===== config.mk =====
export PLATFORM = sky130hd
export DESIGN_NAME = uc_lectura
export DESIGN_NICKNAME = d
export VERILOG_FILES = /design/src/rtl/uc_lectura.sv
export SDC_FILE = /design/constraint.sdc
export NUM_CORES = 1
export LEC_CHECK = 0
export ABC_AREA = 1
export BUFFER_PORTS_ARGS = -buffer_cell sky130_fd_sc_hd__buf_4
export CORE_ASPECT_RATIO = 0.8
export CORE_MARGIN = 3
export CORE_UTILIZATION = 50
export DETAILED_ROUTE_END_ITERATION = 8
export GPL_TIMING_DRIVEN = 0
export PLACE_DENSITY = 0.75
export SLEW_MARGIN = 30
export SYNTH_ARGS = -nofsm -noshare
export SYNTH_HDL_FRONTEND = slang
export SYNTH_SLANG_ARGS = --single-unit
export TNS_END_PERCENT = 5

===== constraint.sdc =====
create_clock -name clk -period 1.9 [get_ports clk]
set_input_delay 0.19 -clock clk [delete_from_list [all_inputs] [get_ports clk]]
set_output_delay 0.19 -clock clk [all_outputs]
set_load 0.005 [all_outputs]

===== src/rtl/uc_lectura.sv =====
// Read-side drain of the dual-clock FIFO: pops every word, re-checks odd parity,
// presents accepted words over valid/ready and keeps word / parity-error counters.
module uc_lectura #(
  parameter int DW       = 16,
  parameter int CW       = 16,
  parameter bit DROP_ERR = 1'b1
) (
  input  logic          clk,
  input  logic          rst_n,
  input  logic          rempty,
  input  logic [DW-1:0] rdata,
  output logic          rinc,
  input  logic          clr,
  output logic [DW-1:0] out_data,
  output logic          out_valid,
  input  logic          out_ready,
  output logic          out_err,
  output logic          par_err,
  output logic [CW-1:0] rd_count,
  output logic [CW-1:0] err_count
);

  typedef enum logic [1:0] {IDLE, LOAD, SEND} state_e;

  state_e        state_q, state_d;
  logic [DW-1:0] out_data_q, out_data_d;
  logic          out_err_q, out_err_d;
  logic          par_err_q, par_err_d;
  logic [CW-1:0] rd_count_q, rd_count_d;
  logic [CW-1:0] err_count_q, err_count_d;
  logic          word_odd;

  function automatic logic [CW-1:0] sat_inc(input logic [CW-1:0] v);
    return (&v) ? v : v + CW'(1);
  endfunction

  always_comb begin
    state_d     = state_q;
    out_data_d  = out_data_q;
    out_err_d   = out_err_q;
    par_err_d   = par_err_q;
    rd_count_d  = rd_count_q;
    err_count_d = err_count_q;
    word_odd    = ^rdata;

    unique case (state_q)
      IDLE: begin
        if (!rempty) state_d = LOAD;
      end
      LOAD: begin
        out_data_d = rdata;
        out_err_d  = ~word_odd;
        rd_count_d = rd_count_q + CW'(1);
        if (!word_odd) begin
          err_count_d = sat_inc(err_count_q);
          par_err_d   = 1'b1;
        end
        // A dropped word skips SEND, so back-to-back drops pop on consecutive cycles.
        if (word_odd || !DROP_ERR) state_d = SEND;
        else if (!rempty)          state_d = LOAD;
        else                       state_d = IDLE;
      end
      SEND: begin
        if (out_ready) state_d = rempty ? IDLE : LOAD;
      end
      default: state_d = IDLE;
    endcase

    // Clear wins over any increment in the same cycle; it leaves the datapath alone.
    if (clr) begin
      rd_count_d  = '0;
      err_count_d = '0;
      par_err_d   = 1'b0;
    end
  end

  always_ff @(posedge clk or negedge rst_n) begin
    if (!rst_n) begin
      state_q     <= IDLE;
      out_data_q  <= '0;
      out_err_q   <= 1'b0;
      par_err_q   <= 1'b0;
      rd_count_q  <= '0;
      err_count_q <= '0;
    end else begin
      state_q     <= state_d;
      out_data_q  <= out_data_d;
      out_err_q   <= out_err_d;
      par_err_q   <= par_err_d;
      rd_count_q  <= rd_count_d;
      err_count_q <= err_count_d;
    end
  end

  assign rinc      = (state_q == LOAD);
  assign out_valid = (state_q == SEND);
  assign out_data  = out_data_q;
  assign out_err   = out_err_q;
  assign par_err   = par_err_q;
  assign rd_count  = rd_count_q;
  assign err_count = err_count_q;

endmodule


==> results.sh <==
export IMPL_setup_viol=0
export IMPL_synth_ff_type="dfrtp_1"
export IMPL_synth_area_um2=3087
export IMPL_gp_congestion=0.8396
export IMPL_synth_area_mux_share=0
export IMPL_grt_pass1_wl_um=13000
export IMPL_drive_gt1_frac=0.2359
export IMPL_via_per_inst=4.973
export IMPL_first_iter_violations=202
export IMPL_worstMarginPinSlew_ps=665.2
export IMPL_antenna_found_initial=0
export IMPL_clock_sinks=52
export IMPL_synth_edf_count=0
export IMPL_grt_pass1_vias=2804
export IMPL_antenna_cells=0
export IMPL_crit_chain="ha_2, inv_1, nor3_4, inv_2, nor2_1, nand3_1, nor2_1, nand2_1, o21ai_1, a21oi_1"
export IMPL_synthAdderAreaFrac=0.008107
export IMPL_drc=0
export IMPL_rsz0062_at_grt="true"
export IMPL_crit_end="rd_count[10]"
export IMPL_critical_path_arrival_ps=1990
export IMPL_wl_per_cell_um=12.73
export IMPL_fin_skew_ps=8.047
export IMPL_ir_worst_vdd_uv=611.6
export IMPL_critPathMostFrequentCell="nor2_1"
export IMPL_cts_tree="yes"
export IMPL_cts_root_buf="clkbuf_8"
export IMPL_critPathMaxStageDelay_ps=430
export IMPL_grtUsageTotal=0.2209
export IMPL_cp_num_buf_inv=2
export IMPL_start_kind="flop"
export IMPL_max_slew_margin_rel=0.5565
export IMPL_drtAntennaViolNets=0
export IMPL_min_period_ps=1795
export IMPL_finalCritPeriodShare=0.9449
export IMPL_clock_latency_ps=310
export IMPL_fp_dieW_um=93.85
export IMPL_die_area_um2=7158
export IMPL_fin_area_um2=3892
export IMPL_reg2reg_depth=10
export IMPL_maxCapViolations=0
export IMPL_path_clk_slew_ps=100
export IMPL_clockBufferDepth=2
export IMPL_ys_seq_area_frac=0.4216
export IMPL_power_density_nw_per_um2=978.6
export IMPL_dp_cells=581
export IMPL_core_area_um2=5705
export IMPL_yosysWarningCount=0
export IMPL_ys_ff_latch=52
export IMPL_cts_buffers=5
export IMPL_power_leakage_nw=2.044
export IMPL_r2r_end="rd_count[10]"
export IMPL_timing_reg2reg_setup_slack_ps=100
export IMPL_hp_class="in2reg"
export IMPL_start_util=0.5410
export IMPL_port_buffers=72
export IMPL_num_vias=2939
export IMPL_wl_um=7525
export IMPL_io_pins=73
export IMPL_syn_to_final_growth_pct=26.10
export IMPL_ys_types=33
export IMPL_outcome="completed"
export IMPL_slew_viol_final=0
export IMPL_syn_area_per_cell_um2=7.162
export IMPL_final_nets=536
export IMPL_cp_startpoint="rd_count[0]"
export IMPL_cts_max_level=2
export IMPL_yosys_area_share_simple=0.3899
export IMPL_rows=24
export IMPL_overflow=0
export IMPL_rr_startpoint="rd_count[0]"
export IMPL_end_kind="flop"
export IMPL_placed_area_um2=3725
export IMPL_dr_pass1_iters=5
export IMPL_hold_viol=0
export IMPL_final_fill_count=521
export IMPL_dp_hpwl_um=5623
export IMPL_cp_max_fo=5
export IMPL_crit_type="reg2reg"
export IMPL_synth_xor_area_share=0.04256
export IMPL_max_freq_mhz=557.0
export IMPL_crit_required_ps=2090
export IMPL_crit_cells=10
export IMPL_chipHeight_um=76.28
export IMPL_grt_start_max_net_pins=53
export IMPL_syn_inst=431
export IMPL_synth_compound_area_frac=0.06364
export IMPL_syn_num_nets=454
export IMPL_cp_top_family="simple AND/OR/NAND/NOR gates"
export IMPL_ys_async_sr_fraction=1.000
export IMPL_synth_top_family_by_area="simple AND/OR/NAND/NOR gates"
export IMPL_slowest_stage="dfrtp_1"
export IMPL_fin_cells=591
cells in the final DEF, fill, tap and decap left out:
master         count
a211oi_1           1
a21oi_1           10
a41oi_1            1
and2_1             1
buf_1              1
buf_4             75
buf_6              1
bufinv_16          2
clkbuf_1           7
clkbuf_8           5
clkinv_1           2
dfrtp_1           50
dfrtp_2            2
dlygate4sd3_1      1
ha_2               2
inv_1             39
inv_2              7
nand2_1          152
nand2_2           14
nand2_4            2
nand3_1           31
nand4_1            3
nand4_4            2
nor2_1            45
nor2_2             2
nor2_4             1
nor2_8             1
nor3_1             5
nor3_2             1
nor3_4             2
nor3b_1            1
nor4_1             1
o21ai_0           23
o21ai_1            3
or2_2              2
xnor2_1            4
xor2_1            11
how the worst min path moves through the flow:
stage | cells past startpoint | from | slack, ps | end
finish | 3 | rdata[3] | 100 | out_data[3]
global placement | 1 | rst_n | 270 | out_data[6]
CTS | 3 | rdata[3] | 100 | out_data[3]
detailed placement | 1 | rst_n | 270 | out_data[0]
global route | 3 | rdata[3] | 110 | out_data[3]
floorplan | 0 | rst_n | -110 | err_count[0]
routing by layer:
layer  vias to the layer above  GRT usage  routed length [um]
li1                       1507          -                   -
met1                      1357     0.3149                3637
met2                        70     0.3558                3471
met3                         5    0.04047                 374
met4                         0    0.03608                  40
met5                         -          0                   0
timing repair:
| item | 4_1_cts | 5_1_grt |
|---|---|---|
| endpoints found under the setup margin | 10 | 13 |
| buffers inserted | 0 | 2 |
| pin swaps | 0 | 1 |
| resized for setup | 2 | 3 |
| hold endpoints to repair | 52 | 0 |
| hold buffers | 1 | 0 |
metrics by stage:
stage	TNS, ps	total power [mW]	setup WS (ps)	util	hold slack, ps
after floorplan	0	2.229	250.7	-	-105.6
after global placement	0	2.849	12.45	0.6529	266.6
after detailed placement	-285.1	2.910	-35.79	0.6529	268.6
after CTS	0	3.807	1.133	0.6779	100.4
after global routing	-127.1	4.088	-70.28	0.6822	105.4
final	0	3.809	104.7	0.6822	99.08
report_power, final:
part | switching, mW | total, mW | internal (mW) | leakage, nW
logic | 0.760 | 1.38 | 0.620 | 1.29
registers | 0.181 | 1.54 | 1.36 | 0.687
clock network | 0.372 | 0.891 | 0.519 | 0.0642
total | 1.31 | 3.81 | 2.50 | 2.04
cell families after synthesis:
kind of cell	after synthesis
fa+ha+maj	2
simple gates	266
buf+inv	58
flops	52
compound gates	38
xor+xnor	15
worst register-to-register path: cells and delay by family, from the launching register on:
family	cells	cell delay, ps
flops	1	430
compound gates	2	210
buf+inv	2	110
simple gates	5	720
fa+ha+maj	1	210
final cells by class:
cell class / count / area [um^2] / area share
Clock inverter: 2 / 60.06 / 0.01543
Inverter: 48 / 180.2 / 0.04629
Tap cell: 78 / 97.59 / 0.02507
Buffer: 10 / 48.80 / 0.01254
Sequential cell: 52 / 1304 / 0.3349
Multi-Input combinational cell: 321 / 1568 / 0.4028
Clock buffer: 5 / 68.82 / 0.01768
Timing Repair Buffer: 75 / 565.5 / 0.1453
synth_stat cells, types with 3 or more instances:
library cell	number	area, um^2
a21oi_1	10	50.05
clkbuf_1	7	26.28
dfrtp_1	52	1301
inv_1	39	146.4
inv_2	7	26.28
nand2_1	152	570.6
nand2_2	14	87.58
nand3_1	31	155.2
nand4_1	3	18.77
nor2_1	45	168.9
nor3_1	5	25.02
o21ai_0	23	115.1
o21ai_1	3	15.01
xnor2_1	4	35.03
xor2_1	11	96.34
sequential cells by signal, summed over array words and instances, names as in the netlist:
name       count
err_count     16
out_data      16
out_err        1
par_err        1
rd_count      16
state_q        2
Power figures use the tool's default switching activity.
